## config.mk

```make
export PLATFORM = sky130hd
export DESIGN_NAME = enigma_rotor_seq_flat
export DESIGN_NICKNAME = d
export VERILOG_FILES = /design/src/rtl/enigma_rotor_seq_pkg.sv /design/src/rtl/enigma_rotor_seq_if.sv /design/src/rtl/enigma_rotor_seq_odometer.sv /design/src/rtl/enigma_rotor_seq.sv /design/src/flat_wrapper.sv
export SDC_FILE = /design/constraint.sdc
export NUM_CORES = 1
export LEC_CHECK = 0
export ABC_AREA = 1
export BUFFER_PORTS_ARGS = -buffer_cell sky130_fd_sc_hd__buf_2
export CORE_MARGIN = 2
export CORE_UTILIZATION = 48
export CTS_BUF_LIST = sky130_fd_sc_hd__clkbuf_8
export DETAILED_ROUTE_END_ITERATION = 16
export HOLD_SLACK_MARGIN = 0.08
export PLACE_DENSITY = 0.8
export SLEW_MARGIN = 20
export SYNTH_ARGS = -nofsm -noshare
export SYNTH_HDL_FRONTEND = slang
export SYNTH_SLANG_ARGS = --single-unit
```

## constraint.sdc

```tcl
create_clock -name clk -period 1.65 [get_ports clk]
set_input_delay 0.33 -clock clk [delete_from_list [all_inputs] [get_ports clk]]
set_output_delay 0.33 -clock clk [all_outputs]
set_load 0.02 [all_outputs]
```

## src/rtl/enigma_rotor_seq_pkg.sv

```systemverilog
`default_nettype none
// ============================================================================
//  Module   : enigma_pkg
//  Purpose  : Shared constants and sequencer state encoding for the rotor chain.
//  Revision : 1.0
// ============================================================================
package enigma_pkg;

    localparam int         ALPHA_LEN = 26;
    localparam logic [7:0] CHAR_A    = 8'h41;
    localparam logic [7:0] CHAR_Z    = 8'h5A;

    typedef enum logic [2:0] {
        S_IDLE  = 3'd0,
        S_STEP  = 3'd1,
        S_ISSUE = 3'd2,
        S_WAIT  = 3'd3,
        S_OUT   = 3'd4
    } seq_state_t;

    function automatic logic is_upper(input logic [7:0] c);
        return (c >= CHAR_A) && (c <= CHAR_Z);
    endfunction

endpackage
`default_nettype wire

```

## src/rtl/enigma_rotor_seq_if.sv

```systemverilog
`default_nettype none
// ============================================================================
//  Module   : enigma_rotor_seq_if
//  Purpose  : Host byte stream plus rotor-bank bus seen by the sequencer.
//  Revision : 1.0
// ============================================================================
interface enigma_rotor_seq_if #(
    parameter int NUM_ROTORS = 3
);
    import enigma_pkg::*;

    logic                      in_valid;
    logic                      in_ready;
    logic [7:0]                in_char;
    logic                      in_dec;
    logic                      out_valid;
    logic                      out_ready;
    logic [7:0]                out_char;
    logic                      out_err;
    logic [NUM_ROTORS-1:0]     rot_en;
    logic [NUM_ROTORS-1:0]     rot_valid;
    logic [7:0]                rot_din;
    logic                      rot_dec;
    logic [8*NUM_ROTORS-1:0]   rot_dout;
    logic [NUM_ROTORS-1:0]     rot_done;
    logic [5*NUM_ROTORS-1:0]   pos;

    // Host and rotor bank together form the environment around the sequencer
    modport master (
        output in_valid, in_char, in_dec, out_ready, rot_dout, rot_done,
        input  in_ready, out_valid, out_char, out_err,
               rot_en, rot_valid, rot_din, rot_dec, pos
    );

    modport slave (
        input  in_valid, in_char, in_dec, out_ready, rot_dout, rot_done,
        output in_ready, out_valid, out_char, out_err,
               rot_en, rot_valid, rot_din, rot_dec, pos
    );

endinterface
`default_nettype wire

```

## src/rtl/enigma_rotor_seq_odometer.sv

```systemverilog
`default_nettype none
// ============================================================================
//  Module   : enigma_odometer
//  Purpose  : N-digit mod-26 step counter; carry[k] is the step pulse for digit k.
//  Revision : 1.0
// ============================================================================
module enigma_odometer
    import enigma_pkg::*;
#(
    parameter int NUM_ROTORS = 3
) (
    input  wire logic                    clk,
    input  wire logic                    reset,
    input  wire logic                    step,
    output logic [5*NUM_ROTORS-1:0]      pos,
    output logic [NUM_ROTORS-1:0]        carry
);

    localparam logic [4:0] POS_MAX = 5'(ALPHA_LEN - 1);

    logic [NUM_ROTORS-1:0][4:0] pos_q, pos_d;
    logic [NUM_ROTORS-1:0]      wrap;

    for (genvar k = 0; k < NUM_ROTORS; k++) begin : g_digit
        assign wrap[k] = (pos_q[k] == POS_MAX);

        // A digit steps only when every lower digit wraps in the same cycle
        if (k == 0) begin : g_first
            assign carry[k] = step;
        end else begin : g_upper
            assign carry[k] = step & (&wrap[k-1:0]);
        end

        always_comb begin
            pos_d[k] = pos_q[k];
            if (carry[k]) begin
                pos_d[k] = wrap[k] ? 5'd0 : pos_q[k] + 5'd1;
            end
        end
    end

    always_ff @(posedge clk or posedge reset) begin
        if (reset) begin
            pos_q <= '0;
        end else begin
            pos_q <= pos_d;
        end
    end

    assign pos = pos_q;

endmodule
`default_nettype wire

```

## src/rtl/enigma_rotor_seq.sv

```systemverilog
`default_nettype none
// ============================================================================
//  Module   : enigma_rotor_seq
//  Purpose  : Steps the rotor odometer and routes one char through the rotor chain.
//  Revision : 1.0
// ============================================================================
module enigma_rotor_seq
    import enigma_pkg::*;
#(
    parameter int NUM_ROTORS = 3,
    parameter int TIMEOUT    = 1023
) (
    input  wire logic          clk,
    input  wire logic          reset,
    enigma_rotor_seq_if.slave  bus
);

    localparam int                IDX_W    = (NUM_ROTORS > 1) ? $clog2(NUM_ROTORS) : 1;
    localparam int                CNT_W    = $clog2(TIMEOUT + 1);
    localparam logic [IDX_W-1:0]  LAST_IDX = IDX_W'(NUM_ROTORS - 1);
    localparam logic [CNT_W-1:0]  CNT_MAX  = CNT_W'(TIMEOUT);

    seq_state_t              state_q, state_d;
    logic [7:0]              char_q, char_d;
    logic [7:0]              orig_q, orig_d;
    logic [7:0]              out_char_q, out_char_d;
    logic                    dec_q, dec_d;
    logic                    out_err_q, out_err_d;
    logic                    in_ready_q, in_ready_d;
    logic [IDX_W-1:0]        idx_q, idx_d;
    logic [CNT_W-1:0]        cnt_q, cnt_d;

    logic                    step;
    logic                    last_rotor;
    logic [7:0]              dout_sel;
    logic [NUM_ROTORS-1:0]   rot_valid;
    logic [NUM_ROTORS-1:0]   rot_en;
    logic [5*NUM_ROTORS-1:0] pos;

    enigma_odometer #(
        .NUM_ROTORS (NUM_ROTORS)
    ) u_odometer (
        .clk   (clk),
        .reset (reset),
        .step  (step),
        .pos   (pos),
        .carry (rot_en)
    );

    assign dout_sel   = bus.rot_dout[8*idx_q +: 8];
    assign last_rotor = dec_q ? (idx_q == '0) : (idx_q == LAST_IDX);

    always_comb begin
        state_d    = state_q;
        char_d     = char_q;
        orig_d     = orig_q;
        out_char_d = out_char_q;
        dec_d      = dec_q;
        out_err_d  = out_err_q;
        idx_d      = idx_q;
        cnt_d      = cnt_q;
        in_ready_d = 1'b0;
        step       = 1'b0;
        rot_valid  = '0;

        case (state_q)
            S_IDLE: begin
                in_ready_d = 1'b1;
                if (bus.in_valid && in_ready_q) begin
                    in_ready_d = 1'b0;
                    char_d     = bus.in_char;
                    orig_d     = bus.in_char;
                    dec_d      = bus.in_dec;
                    out_err_d  = 1'b0;
                    idx_d      = bus.in_dec ? LAST_IDX : '0;
                    if (is_upper(bus.in_char)) begin
                        state_d = S_STEP;
                    end else begin
                        out_char_d = bus.in_char;
                        state_d    = S_OUT;
                    end
                end
            end
            S_STEP: begin
                step    = 1'b1;
                state_d = S_ISSUE;
            end
            S_ISSUE: begin
                rot_valid[idx_q] = 1'b1;
                cnt_d            = '0;
                state_d          = S_WAIT;
            end
            S_WAIT: begin
                // A late done wins over a timeout landing in the same cycle
                if (bus.rot_done[idx_q]) begin
                    char_d = dout_sel;
                    if (last_rotor) begin
                        out_char_d = dout_sel;
                        state_d    = S_OUT;
                    end else begin
                        idx_d   = dec_q ? idx_q - IDX_W'(1) : idx_q + IDX_W'(1);
                        state_d = S_ISSUE;
                    end
                end else if (cnt_q == CNT_MAX) begin
                    out_err_d  = 1'b1;
                    out_char_d = orig_q;
                    state_d    = S_OUT;
                end else begin
                    cnt_d = cnt_q + CNT_W'(1);
                end
            end
            S_OUT: begin
                if (bus.out_ready) begin
                    state_d = S_IDLE;
                end
            end
            default: begin
                state_d = S_IDLE;
            end
        endcase
    end

    always_ff @(posedge clk or posedge reset) begin
        if (reset) begin
            state_q    <= S_IDLE;
            char_q     <= 8'h00;
            orig_q     <= 8'h00;
            out_char_q <= 8'h00;
            dec_q      <= 1'b0;
            out_err_q  <= 1'b0;
            in_ready_q <= 1'b0;
            idx_q      <= '0;
            cnt_q      <= '0;
        end else begin
            state_q    <= state_d;
            char_q     <= char_d;
            orig_q     <= orig_d;
            out_char_q <= out_char_d;
            dec_q      <= dec_d;
            out_err_q  <= out_err_d;
            in_ready_q <= in_ready_d;
            idx_q      <= idx_d;
            cnt_q      <= cnt_d;
        end
    end

    assign bus.in_ready  = in_ready_q;
    assign bus.out_valid = (state_q == S_OUT);
    assign bus.out_char  = out_char_q;
    assign bus.out_err   = out_err_q && (state_q == S_OUT);
    assign bus.rot_en    = rot_en;
    assign bus.rot_valid = rot_valid;
    assign bus.rot_din   = char_q;
    assign bus.rot_dec   = dec_q;
    assign bus.pos       = pos;

endmodule
`default_nettype wire

```

## src/flat_wrapper.sv

```systemverilog
// flat-port wrapper written by rule: the top's interface ports become plain ports
module enigma_rotor_seq_flat import enigma_pkg::*;
#(
    parameter int NUM_ROTORS = 3,
    parameter int TIMEOUT    = 1023
)
  (clk, reset, bus_in_valid, bus_in_char, bus_in_dec, bus_out_ready, bus_rot_dout, bus_rot_done, bus_in_ready, bus_out_valid, bus_out_char, bus_out_err, bus_rot_en, bus_rot_valid, bus_rot_din, bus_rot_dec, bus_pos);
  enigma_rotor_seq_if #(.NUM_ROTORS(NUM_ROTORS)) bus_i ();
  input  wire logic clk;
  input  wire logic reset;
  input wire logic [$bits(bus_i.in_valid)-1:0] bus_in_valid;
  input wire logic [$bits(bus_i.in_char)-1:0] bus_in_char;
  input wire logic [$bits(bus_i.in_dec)-1:0] bus_in_dec;
  input wire logic [$bits(bus_i.out_ready)-1:0] bus_out_ready;
  input wire logic [$bits(bus_i.rot_dout)-1:0] bus_rot_dout;
  input wire logic [$bits(bus_i.rot_done)-1:0] bus_rot_done;
  output wire logic [$bits(bus_i.in_ready)-1:0] bus_in_ready;
  output wire logic [$bits(bus_i.out_valid)-1:0] bus_out_valid;
  output wire logic [$bits(bus_i.out_char)-1:0] bus_out_char;
  output wire logic [$bits(bus_i.out_err)-1:0] bus_out_err;
  output wire logic [$bits(bus_i.rot_en)-1:0] bus_rot_en;
  output wire logic [$bits(bus_i.rot_valid)-1:0] bus_rot_valid;
  output wire logic [$bits(bus_i.rot_din)-1:0] bus_rot_din;
  output wire logic [$bits(bus_i.rot_dec)-1:0] bus_rot_dec;
  output wire logic [$bits(bus_i.pos)-1:0] bus_pos;
  assign bus_i.in_valid = bus_in_valid;
  assign bus_i.in_char = bus_in_char;
  assign bus_i.in_dec = bus_in_dec;
  assign bus_i.out_ready = bus_out_ready;
  assign bus_i.rot_dout = bus_rot_dout;
  assign bus_i.rot_done = bus_rot_done;
  assign bus_in_ready = bus_i.in_ready;
  assign bus_out_valid = bus_i.out_valid;
  assign bus_out_char = bus_i.out_char;
  assign bus_out_err = bus_i.out_err;
  assign bus_rot_en = bus_i.rot_en;
  assign bus_rot_valid = bus_i.rot_valid;
  assign bus_rot_din = bus_i.rot_din;
  assign bus_rot_dec = bus_i.rot_dec;
  assign bus_pos = bus_i.pos;
  enigma_rotor_seq #(.NUM_ROTORS(NUM_ROTORS), .TIMEOUT(TIMEOUT)) u_core (.clk(clk), .reset(reset), .bus(bus_i));
endmodule
```

; Yosys cells after proc, flatten, opt, wreduce, memory -nomap -nowiden
; Index checks and enable logic that the tools add are counted.
[classes]
add_sub_neg = 6
order_cmp = 4
n_eq_ne = 19
n_shift = 1
n_mux = 41
n_bitwise = 2
n_reduce_logical = 16
[op_table]
columns = op, n
row1 = $mux 8, 7
row2 = $pmux 8 s2, 2
row3 = $shiftx 24x6->8, 1
row4 = $mux 3, 7
row5 = $mux 10, 2
row6 = $pmux 10 s2, 1
row7 = $add 5x1->5 const B, 3
row8 = $eq 5x5->1 const B, 3
row9 = $mux 5, 3
row10 = $pmux 3 s5, 1
row11 = $add 10x1->10 const B, 1
row12 = $eq 10x10->1 const B, 1
row13 = $mux 2, 5
row14 = $ne 2x2->1 const B, 5
row15 = $mux 1, 9
row16 = $reduce_and 3->1, 3
row17 = $ge 8x7->1 const B, 1
row18 = $le 8x7->1 const B, 1
row19 = $reduce_and 4->1, 2
row20 = $eq 3x2->1 const B, 2
row21 = $ne 2x1->1 const B, 3
row22 = $reduce_and 5->1, 1
row23 = $logic_and 1x1->1, 4
row24 = $pmux 2 s2, 1
row25 = other kinds (17), 20
[totals]
ff_bits = 57
input_bits = 40
out_inout_bits = 41

; Depth between registers and ports, before layout
[logic_depth]
word_depth = 5
ltp_mapped = 11
depth_no_buf = 11

; Hierarchy
; From an unflattened synthesis, not the netlist that was laid out.
[hier_totals]
cells_unflattened = 465
hier_area_um2 = 3542.1
[modules_own_cells]
columns = module, instances, cells_each, area_each_um2, seq_area_each_um2
row1 = enigma_rotor_seq, 1, 342, 2544.9, 1051.0
row2 = enigma_odometer, 1, 123, 997.2, 375.4

; Worst setup path before layout
; Ideal clock, no wire load.
[synth_path]
path_kind = register -> output
startpoint = reg u_core.u_odometer.pos_q, in the netlist u_core.u_odometer.pos[1]
endpoint = out bus_rot_en[2]
arrival_time_ns = 1.504
path_slack_ns = -0.184
path_stages_with_launch = 7
path_cell_list = dfrtp_1 > inv_1 > ha_1 > nand4_2 > nor2_4 > nand2_1 > inv_1
[synth_via]
elab_chain_len = 3
[synth_rtl]
columns = item, line_no
row1 = start: declaration, enigma_rotor_seq_odometer.sv:21  ; logic [NUM_ROTORS-1:0][4:0] pos_q, pos_d;
row2 = start signal: assignment, enigma_rotor_seq_odometer.sv:46  ; pos_q <= pos_d;
row3 = $eq 5x5->1, enigma_rotor_seq_odometer.sv:25  ; assign wrap[k] = (pos_q[k] == POS_MAX);
row4 = $reduce_and 2->1, enigma_rotor_seq_odometer.sv:31  ; assign carry[k] = step & (&wrap[k-1:0]);
row5 = $and 1x1->1, enigma_rotor_seq_odometer.sv:31
row6 = end: declaration, flat_wrapper.sv:21  ; output wire logic [$bits(bus_i.rot_en)-1:0] bus_rot_en;
; Every way passes these cells.

; Worst setup path in the final report
[layout_path]
startpoint = reg u_core.state_q[0]
endpoint = reg u_core.out_char_q[1] (netlist: u_core.bus.out_char[1])
[layout_via]
elab_chain_len = 3
[layout_rtl]
columns = item, line_no
row1 = start: declaration, enigma_rotor_seq.sv:23  ; seq_state_t state_q, state_d;
row2 = start signal: assignment, enigma_rotor_seq.sv:135  ; state_q <= state_d;
row3 = $eq 3x2->1 / $logic_not 3->1 (equally long branches), enigma_rotor_seq.sv:66  ; case (state_q)
row4 = $ne 3x2->1 (no source line) (tied with other cells), n/a
row5 = $reduce_and 5->1 (no source line), n/a
row6 = end signal: assignment, enigma_rotor_seq.sv:138  ; out_char_q <= out_char_d;
row7 = end: declaration, enigma_rotor_seq.sv:26  ; logic [7:0] out_char_q, out_char_d;
; Several ways; a longest one is shown, not always the timed one.
; A chain may end at the register's enable or synchronous reset.

==> metrics.cfg <==
[sta]
fin_skew_ns=0.01186
tightestPinTransition_ns=0.4006
fin_crit_ns=1.878
fin_setup_tns_ns=-4.677
fmax_mhz=532.4
finalCritPeriodShare_pct=113.8
setup_violations=37
relSlewSlack_pct=73.24
setup_slack_ns=-0.2282
rsz0062_at_grt=yes
drv_slew=0
finalHoldViolCount=0

[synth]
synthArstFlopShare_pct=100.0
synthesis.nets=477
synth_common_cells=nand2_1, nand3_1, dfrtp_1
synth.distinct_cells=39
synth-edff-count=0
synth_top_area_share_pct=42.25
synth_ff_type=dfrtp_1
synthesis.area_um2=3376
synth_seq_cells=57
synthCells=430
synth_most_common_cell=nand2_1
synth_area_per_cell_um2=7.851
seq_area_frac_synth_pct=42.25
synth.top_cells.by_area=dfrtp_1, nand2_1, nand3_1
yosys.area.top_type=dfrtp_1
yosysWarnings=0

[final_layout]
drive_gt1_share_pct=40.17
final_core_util_pct=73.00
area_delta_synth_final_pct=46.92
fill_cells=451
antenna_cells=0
nets=622

[grt]
grt_max_degree=43
antenna_found_initial=0
grt_first_pass_wirelength_um=14630
gr-usage-all-layers_pct=24.54
grt_pass1_vias=3230
grt_overflow=0

[route]
via_per_inst=5.749
antenna_left=0
drt-initial-drc-count=450
routedWlPerCell_um=17.07
drtPass1Iterations=6
routed-via-count=3886
drc=0
routed_wl_um=11540

[setup_path]
crit_fanout=6
critPathRequiredTime_ns=1.89
worstSetupPathType=register to register
worstPathArrival_ns=2.12
cp-end-kind=register
critPathLaunchType=register

[min_path]
hp-class=primary input to register

[clock_network]
clk-insertion-delay-late_ns=0.35
numCtsBuffers=9
root_buffer=clkbuf_8
cts_tree=built
cts.htree.levels=3
clk_pin_slew_ns=0.07
numClockSinks=57
cts_max_path_buffers=2

[place]
port-buffer-count=80
post-place-ws_ns=0.02248
place_congestion=0.9140
dp_hpwl_um=6589

[floorplan]
io_pins=81
rows=30
fp.dieArea_um2=7719
start_util_pct=49.69
core-area_um2=6794
die_h_um=87.86
die_w_um=87.86

[run_status]
violations=negative setup slack
status=finished with violations

[power]
max-vdd-ir-drop_v=0.0007267
power_density_nw_per_um2=1539
power_uw=7634
p_leak_uw=0.002455

[job]
maxCapViolCount=0

routing by layer:
layer	GRT usage [%]	part of all wire, %
met5	0	0
met1	30.31	39
met2	40.98	49
met3	7.257	8.4
met4	8.671	3.9
cell usage in the layout, fill, tap and decap left out, types with 3 or more instances in the layout:
cell and count:
nand2_4 9, a21oi_1 6, o21ai_2 3, buf_4 37, xor2_1 4, dfrtp_2 5
clkbuf_8 10, xnor2_1 4, buf_6 22, nor2_1 24, nor2_2 3, buf_2 72
nand2_2 10, a21boi_1 4, nor2_4 8, ha_1 5, dfrtp_1 52, nand4_1 14
nand2_1 115, nand3_4 5, clkinv_2 3, inv_2 10, a21boi_0 3, nand3_2 8
buf_12 4, clkbuf_16 3, nor3_4 3, o21ai_1 13, o21ai_0 12, nor3_1 5
inv_1 21, nand3_1 56
critical path, cell delays in order, from the launching register on:
cell     delay [ns]
dfrtp_1        0.43
buf_6          0.13
nor2_4         0.04
buf_4          0.13
nand2_2        0.13
inv_2          0.07
nand2_2        0.19
nand2_2        0.16
nor2_8         0.18
nand2_4        0.10
nand2_1        0.10
nand2_1        0.08
stage by stage:
| stage | hold slack, ns | area [um^2] | instances |
|---|---|---|---|
| after floorplan | 0.4168 | 3393 | 430 |
| after global placement | 0.3410 | 3998 | 614 |
| after detailed placement | 0.3417 | 3998 | 614 |
| after CTS | 0.2145 | 4329 | 641 |
| after global routing | 0.2208 | 4960 | 676 |
| final | 0.2213 | 4960 | 676 |
power by group:
part / total [uW] / switching, uW / internal [uW]
logic: 4310 / 2650 / 1670
clock network: 1190 / 618 / 574
registers: 2130 / 306 / 1820
total: 7630 / 3570 / 4060
logic make-up (layout without fill, tap and decap cells):
family,count (synthesis),after routing,synth area share (%)
AO/OA/AOI/OAI,47,48,8.006
XOR/XNOR,8,8,2.075
adder cells (fa/ha/maj),7,7,2.594
buffers and inverters,45,189,6.079
flip-flops,57,57,42.25
AND/OR/NAND/NOR,266,271,38.99
flip-flops by register name, indices dropped and copies added (netlist names):
name,count
u_core.state_q,3
u_core.bus.out_char,8
u_core.bus.rot_din,8
u_core.cnt_q,10
u_core.orig_q,8
u_core.idx_q,2
u_core.bus.in_ready,1
u_core.u_odometer.pos,15
u_core.out_err_q,1
u_core.bus.rot_dec,1
repair_timing:
item,CTS,global route
gates cloned,0,9
hold buffers,1,0
pin swaps,3,36
buffers inserted,10,29
endpoints found under the setup margin,7,44
endpoints found under the hold margin,15,0
resized for setup,22,78
area by class of cell:
type / instances / area [um^2] / share of cell area, %
clock inverter: 6 / 35.03 / 0.7064
timing repair buffer: 140 / 1066 / 21.49
clock buffer: 10 / 137.6 / 2.775
inverter: 33 / 137.6 / 2.775
sequential: 57 / 1433 / 28.88
tap: 96 / 120.1 / 2.422
multi-input combinational: 334 / 2031 / 40.94
worst paths after layout:
kind | start | to | slack (ns) | cells past startpoint
worst max-delay path | u_core.state_q[0] | u_core.bus.out_char[1] | -0.23 | 11
worst min-delay path | bus_in_dec | u_core.bus.rot_dec | 0.22 | 3
worst max register to register | u_core.state_q[0] | u_core.bus.out_char[1] | -0.23 | 11
worst min register to register | u_core.bus.out_char[5] | u_core.bus.out_char[5] | 0.47 | 2
max in group asynchronous | reset | u_core.idx_q[0] | 0.58 | 4
min in group asynchronous | reset | u_core.u_odometer.pos[7] | 0.51 | 3
Power figures use the tool's default switching activity.
